### src/rtl/fetch_unit.sv
`default_nettype none
// ============================================================================
// Module      : fetch_unit
// Description : Instruction fetch stage. Owns the program counter, drives the
//               instruction-memory address every cycle, pairs each returning
//               word (one-cycle registered read) with its PC and hands it to
//               decode through a valid/ready handshake backed by a 2-entry
//               buffer. A redirect flushes all fetched-but-undelivered work.
// Ports       : clk, rst              - clock, synchronous active-high reset
//               pc_out                - address to instruction memory
//               instr_in              - memory read data (one cycle later)
//               redirect_valid/target - load new PC (low 2 bits ignored)
//               fetch_ready           - decode can accept
//               fetch_valid/pc/instr  - buffer head towards decode
//               perf_fetched/stalls   - counters, only with FETCH_PERF_EN
// Config      : define FETCH_PERF_EN to add the performance counters.
// Revision    : 1.0 - initial release
// ============================================================================
module fetch_unit #(
    parameter int                width    = 32,
    parameter logic [width-1:0]  RESET_PC = '0
) (
    input  logic             clk,
    input  logic             rst,
    output logic [width-1:0] pc_out,
    input  logic [width-1:0] instr_in,
    input  logic             redirect_valid,
    input  logic [width-1:0] redirect_target,
    input  logic             fetch_ready,
    output logic             fetch_valid,
    output logic [width-1:0] fetch_pc,
    output logic [width-1:0] fetch_instr
`ifdef FETCH_PERF_EN
    ,
    output logic [31:0]      perf_fetched,
    output logic [31:0]      perf_stalls
`endif
);

    localparam logic [width-1:0] c_PC_STEP = width'(4);

    logic [width-1:0] r_pc;
    logic             r_inf;
    logic [width-1:0] r_inf_pc;
    logic [width-1:0] r_fifo_pc    [2];
    logic [width-1:0] r_fifo_instr [2];
    logic             r_rd_ptr;
    logic [1:0]       r_count;

    logic             w_pop;
    logic             w_push;
    logic             w_issue;
    logic [2:0]       w_occ;
    logic             w_wr_idx;
    logic [1:0]       w_unused_tgt_lsb;

    assign w_unused_tgt_lsb = redirect_target[1:0];

    assign pc_out      = r_pc;
    assign fetch_valid = (r_count != 2'd0) && !redirect_valid && !rst;
    assign fetch_pc    = r_fifo_pc[r_rd_ptr];
    assign fetch_instr = r_fifo_instr[r_rd_ptr];

    assign w_pop  = fetch_valid && fetch_ready;
    assign w_push = r_inf;

    // Words already buffered plus the one in flight; a new fetch is only
    // started when, after this cycle's pop, at most one slot is committed.
    assign w_occ   = {1'b0, r_count} + {2'b00, r_inf};
    assign w_issue = !rst && !redirect_valid && (w_occ <= (3'd1 + {2'b00, w_pop}));

    // Tail slot = head + count (mod 2). With count==2 this aliases the head,
    // which is only legal because a push at count 2 always coincides with a pop.
    assign w_wr_idx = r_rd_ptr ^ r_count[0];

    always_ff @(posedge clk) begin
        if (rst) begin
            r_pc            <= RESET_PC;
            r_inf           <= 1'b0;
            r_inf_pc        <= '0;
            r_rd_ptr        <= 1'b0;
            r_count         <= 2'd0;
            r_fifo_pc[0]    <= '0;
            r_fifo_pc[1]    <= '0;
            r_fifo_instr[0] <= '0;
            r_fifo_instr[1] <= '0;
        end else if (redirect_valid) begin
            // Flush: the word returning next cycle is simply never pushed.
            r_pc    <= {redirect_target[width-1:2], 2'b00};
            r_inf   <= 1'b0;
            r_count <= 2'd0;
        end else begin
            r_inf <= w_issue;
            if (w_issue) begin
                r_inf_pc <= r_pc;
                r_pc     <= r_pc + c_PC_STEP;
            end
            if (w_push) begin
                r_fifo_pc[w_wr_idx]    <= r_inf_pc;
                r_fifo_instr[w_wr_idx] <= instr_in;
            end
            if (w_pop) begin
                r_rd_ptr <= ~r_rd_ptr;
            end
            r_count <= r_count + {1'b0, w_push} - {1'b0, w_pop};
        end
    end

`ifdef FETCH_PERF_EN
    // Counters survive redirects; only reset clears them.
    always_ff @(posedge clk) begin
        if (rst) begin
            perf_fetched <= '0;
            perf_stalls  <= '0;
        end else begin
            if (w_pop) begin
                perf_fetched <= perf_fetched + 32'd1;
            end
            if (fetch_valid && !fetch_ready) begin
                perf_stalls <= perf_stalls + 32'd1;
            end
        end
    end
`endif

endmodule
`default_nettype wire

### config.mk
export PLATFORM = sky130hd
export DESIGN_NAME = fetch_unit
export DESIGN_NICKNAME = d
export VERILOG_FILES = /design/src/rtl/fetch_unit.sv
export SDC_FILE = /design/constraint.sdc
export NUM_CORES = 1
export LEC_CHECK = 0
export CORE_UTILIZATION = 55
export DETAILED_ROUTE_END_ITERATION = 8
export DONT_BUFFER_PORTS = 1
export PLACE_DENSITY = 0.81
export SYNTH_ARGS = -nofsm -noshare
export SYNTH_HDL_FRONTEND = slang
export SYNTH_SLANG_ARGS = --single-unit
### constraint.sdc
create_clock -name clk -period 3.75 [get_ports clk]
set_input_delay 0.5625 -clock clk [delete_from_list [all_inputs] [get_ports clk]]
set_output_delay 0.5625 -clock clk [all_outputs]
set_load 0.03 [all_outputs]
# Yosys cells after proc, flatten, opt, wreduce, memory -nomap -nowiden

Memories as Yosys holds them, arrays and structs flattened. A register that Yosys moved wholly into a read port is not among the register bits.
Cells that the tools add are included.

Register bits after elaboration: 68
Memory bits (writable): 128
Input port bits: 68
Output and inout port bits: 97
Word-level logic and storage cells: 49
Memories kept: 2

Add/sub/neg operators: 5
$lt $le $gt $ge: 1
Mux-type cells: 18
Bitwise operators: 3
Reduce and logical (&&, ||, !) cells: 14

Memory list:

| memory       | words | width | rd ports | clocked after memory_dff | wr ports | line | RTL |
|---|---|---|---|---|---|---|---|
| r_fifo_instr | 2     | 32    | 1        | 1                        | 2        | 46   | `logic [width-1:0] r_fifo_instr [2];` |
| r_fifo_pc    | 2     | 32    | 1        | 1                        | 2        | 45   | `logic [width-1:0] r_fifo_pc [2];` |

Operators with widths:

| kind                                           | number |
|---|---|
| 2-to-1 mux 32 bit                              | 4 |
| OR reduction 32 bit                            | 2 |
| adder 32 x 3 -> 32 bit (second input constant) | 1 |
| 2-to-1 mux 1 bit                               | 14 |
| logical AND 1 bit                              | 5 |
| AND reduction 2 bit                            | 2 |
| nonzero test 2 bit                             | 2 |
| adder 2 x 1 -> 3 bit                           | 1 |
| <= comparator 3 x 2 -> 1 bit                   | 1 |
| adder 1 x 1 -> 2 bit (first input constant)    | 1 |
| adder 2 x 1 -> 2 bit                           | 1 |
| logical NOT 1 bit                              | 2 |
| NOT 1 bit                                      | 2 |
| OR reduction 2 bit                             | 1 |
| subtractor 2 x 1 -> 2 bit                      | 1 |
| bitwise XOR 1 bit                              | 1 |

# Depth between registers and ports, before layout

Depth after elaboration: 9
Mapped depth: 11
Depth with buffers taken out: 10

# Least setup slack after synthesis

No wires, ideal clock.

Path type: input-to-reg
Start: input redirect_valid
End: register r_pc[31], in the netlist pc_out[31]
Arrival: 2.924 ns
Data required time: 3.664 ns
Path slack: 0.740 ns
Stages: 11
Buffers on the path: 2
Path through: nor2_1 o21a_1 nand2_1 fa_1 nor3b_1 o21ai_2 buf_2 buf_2 nand4_1 xor2_1 a211oi_1

Longest elaborated chain between the ends: 8
Elaborated cells between the ends (all ways): 10

RTL lines:

| item                           | line | RTL |
|---|---|---|
| from (decl)                    | 27   | `input logic redirect_valid,` |
| logical NOT 1 bit              | 60   | `assign fetch_valid = (r_count != 2'd0) && !redirect_valid && !rst;` |
| logical AND 1 bit (2 in a row) | 60   |  |
| net fetch_valid                | 30   | `output logic fetch_valid,` |
| logical AND 1 bit              | 64   | `assign w_pop = fetch_valid && fetch_ready;` |
| adder 1 x 1 -> 2 bit           | 70   | `assign w_issue = !rst && !redirect_valid && (w_occ <= (3'd1 + {2'b00, w_pop}));` |
| <= comparator 3 x 2 -> 1 bit   | 70   |  |
| logical AND 1 bit              | 70   |  |
| nonzero test 2 bit (no line)   | n/a  |  |
| to (signal assigned)           | 89   | `r_pc <= {redirect_target[width-1:2], 2'b00};` |
| to (signal assigned)           | 96   | `r_pc <= r_pc + c_PC_STEP;` |
| to (decl)                      | 42   | `logic [width-1:0] r_pc;` |

The timed path passes the listed nets, and every way through them passes these cells.
A chain may end at the register's enable or synchronous reset.

# Worst setup path in the final report

Start: register r_count[1]
End: register r_inf_pc[30]

Longest elaborated chain between the ends: 8
Elaborated cells between the ends (all ways): 9

RTL lines:

| item                              | line | RTL |
|---|---|---|
| from (decl)                       | 48   | `logic [1:0] r_count;` |
| from (signal assigned)            | 105  | `r_count <= r_count + {1'b0, w_push} - {1'b0, w_pop};` |
| nonzero test 2 bit                | 60   |  |
| logical AND 1 bit (2 in a row)    | 60   |  |
| logical AND 1 bit                 | 64   |  |
| adder 1 x 1 -> 2 bit              | 70   |  |
| <= comparator 3 x 2 -> 1 bit (*)  | 70   |  |
| logical AND 1 bit (*)             | 70   |  |
| AND reduction 2 bit (no line) (*) | n/a  |  |
| to (signal assigned)              | 95   | `r_inf_pc <= r_pc;` |
| to (decl)                         | 44   | `logic [width-1:0] r_inf_pc;` |

Mark *: on every way between the ends. The rest lies on a longest branch, timed or not.

==> impl_results.md <==
- CP Data Required Time: 4100 ps
- Hold Fails Final Rpt: 0
- Detailed-route via count: 5060
- Root Buffer: clkbuf_16
- Fin area: 9070 sq um
- Pwr dens: 481 nW/um^2
- Largest net degree at the start of global routing: 67
- Clock slew at reported path FFs: 60 ps
- CP max FO: 30
- Post-synth top cells: and2_1 (128), edfxtp_1 (124), nand2_1 (75)
- Io pins: 165
- Post-route clock period utilization: 74.7%
- Iter 0 DRT Violations: 415
- Multi-input gate area: 3170 sq um
- Violated checks: DRC
- Share of cells above drive strength 1: 16.7%
- # nets final: 762
- Setup TNS: 0 ps
- First-pass GRT wire length: 26.2 mm
- Adder-Cell Fraction of Synth Area: 1.13%
- CTS max path bufs: 2
- Dpl cell area: 8550 sq um
- Pins over their slew limit: 0
- Status: finished with violations
- Synthesized area: 8390 sq um
- Max Clk Rate: 0.357 GHz
- CTS Buf Count: 17
- Combinational Power Share: 7.3%
- Cell variety after synth: 41
- Cells on worst reg2reg path: 9
- Tightest Hold Check Type: input port to register
- Synth Register Bits: 189
- Gpl congestion: 0.816
- Worst stage delay on the critical path: 610 ps
- Die Height: 126 microns
- Total GRT Usage: 21.5%
- Most numerous cell in the Yosys netlist: and2_1
- Post-Syn Instances: 700
- Pre-CTS setup slack: 571 ps
- Largest family of logic cells by synthesized area: simple AND/OR/NAND/NOR gates
- Worst setup SP type: register
- Post-synth EDFFs: 124
- Mux contribution to synthesized area: 8.32%
- Antenna violations before repair: 0
- Worst VDD drop: 0.000315 V
- Post-cts gate resize count: 0
- CP Class: register to register
- Yosys top cell by area: edfxtp_1
- Wirelength, routed: 16.2 mm
- Post-synth ARST share: 0%
- Top_reg_cell synth: edfxtp_1
- Synth top area share: 44.4%
- Vias per inst: 5.72
- Worst R2R End: r_inf_pc[30]$_SDFFE_PP0P_
- Hold path endpoint: pc_out[23]$_SDFFE_PP0P_
- Ant diodes: 0
- Initial Util: 57.1%
- Final WS setup: 948 ps
- Seq/Total Area, Yosys: 59.9%
- Synth Area in Simple Gates: 21.4%
- Number of synthesis warnings: 0
- Family with the most delay on the worst path: buffers and inverters
- Hpwl dp: 10.7 mm
- Syn Area/Cell: 12.0 sq um
- Arr. time, crit path: 3150 ps
- Area Growth Syn to Fin: 8.11%
- Sw Ratio: 24.7%
- Antenna-violating nets left: 0
- Worst hold path depth: 1
- Core box area: 14700 sq um
- Final setup viols: 0
- Row cnt: 44
- Skew-Pair Late Insertion Delay: 420 ps
- Slew @ Worst Pin: 811 ps
- DR WL/cell: 18.4 microns
- Clock sink count: 189
- Reg-to-Reg Start: r_count[1]$_SDFF_PP0_
- Sequential power share: 56.0%
- # port buffers: 0
- Worst Path Buf+Inv: 1
- Max-Cap Viols: 0
- Fill cell count: 1112
- Xor/xnor cell area share of the yosys netlist: 3.13%
- GR Overflow Total: 0
- CP Cell Sequence: o21a_1 > nand2_1 > fa_1 > nor3b_1 > o21ai_2 > nand2_1 > inv_1 > nand2_1 > a21oi_1
- Net switching power: 1.08 mW
- Die width: 126 microns
- Hold path start: rst
- Slowest stage cell, crit path: inv_1
- WHS: 209 ps
- Clk_skew: 7.24 ps
- Worst slew margin: 45.9%
- Register Area: 5030 sq um
- Hold buffers post-CTS: 0
- Synth area leaders: edfxtp_1 (44%), dfxtp_1 (16%), and2_1 (9.5%), mux2_2 (8.3%), nand2_1 (3.4%)
- Lkg Pwr: 3.47 nW
- DRC viols: 14
- Compound-Gate Fraction of Synth Area: 3.46%
- Vias in the first global route: 5062
- R2R Setup Slk: 950 ps
- Pint: 3.29 mW
- Worst setup EP type: register
- Clock share of power: 36.7%
- Placed Cells: 852
- Cell Count, Final, Fillers Out: 884
- Worst path most repeated cell: nand2_1
- Fin crit period: 2800 ps
- Post-CTS Setup Bufs: 0
- Clock tree from TritonCTS: yes
- Die area: 15800 sq um
- RSZ-0062 raised after global routing: false
- First-pass DRT Iterations: 7
- H-tree levels: 4
logic make-up after synthesis:
logic type / after synthesis
muxes: 62
adders and majority gates: 7
buffers and inverters: 53
AOI/OAI and AO/OA: 41
DFF: 189
and+or+nand+nor: 317
other: 1
xor gates and xnor gates: 30
worst register-to-register path, stage by stage (launching register included):
cell and delay, ps:
dfxtp_1 420, o21a_1 180, nand2_1 150, fa_1 510, nor3b_1 180, o21ai_2 280, nand2_1 130, inv_1 610
nand2_1 140, a21oi_1 140
how the worst max path moves through the flow:
stage,end,from,cells past startpoint
final,r_inf_pc[30]$_SDFFE_PP0P_,r_count[1]$_SDFF_PP0_,9
after global routing,r_inf_pc[30]$_SDFFE_PP0P_,r_count[1]$_SDFF_PP0_,9
after CTS,r_inf_pc[30]$_SDFFE_PP0P_,r_count[1]$_SDFF_PP0_,9
after detailed placement,r_inf_pc[30]$_SDFFE_PP0P_,redirect_valid,10
after global placement,r_inf_pc[30]$_SDFFE_PP0P_,redirect_valid,10
after floorplan,pc_out[31]$_SDFFE_PP0P_,redirect_valid,11
flip-flops by register name (all words and copies together), names as in the netlist, named ones only:
signal	flops
r_fifo_instr	64
pc_out	30
r_count	2
r_fifo_pc	60
r_inf	1
r_inf_pc	30
r_rd_ptr	1
power groups by stage:
stage	logic, mW	clock network [mW]	registers [mW]
floorplan	0.279	0	2.46
detailed placement	0.320	0	2.49
global placement	0.313	0	2.48
finish	0.319	1.60	2.44
global route	0.345	1.71	2.45
CTS	0.322	1.63	2.44
layout by cell type (no fill, tap or decap), drive strengths merged, types with 11 or more instances in the layout:
cell / synthesis / final
a211oi: 24 / 24
and2: 130 / 130
buf: 7 / 11
clkbuf: 39 / 21
dfxtp: 65 / 65
edfxtp: 124 / 124
inv: 7 / 11
mux2: 62 / 62
nand2: 75 / 75
nand3b: 29 / 29
nand4: 12 / 12
nor2: 34 / 34
xor2: 21 / 21
metrics by stage:
step | power, mW | utilization (%)
final | 4.36 | 61.7
after global routing | 4.51 | 61.7
after CTS | 4.39 | 61.7
after detailed placement | 2.81 | 58.1
after global placement | 2.79 | 58.1
after floorplan | 2.74 | -
routing by layer:
metal  vias up  GRT usage, %  wire [microns]
li1       2433             -               -
met1      2418          27.4            7030
met2       192          33.8            7480
met3        17          7.57            1490
met4         0          7.75             229
met5         -             0               0
area by class of cell:
class	count	area share, %
clock inverter	11	0.772
sequential	189	55.4
inverter	7	0.290
timing repair buffer	11	1.05
multi-input combinational	461	34.9
clock buffer	21	5.02
tap	184	2.54
No activity file was read; power rests on OpenSTA's default activity.
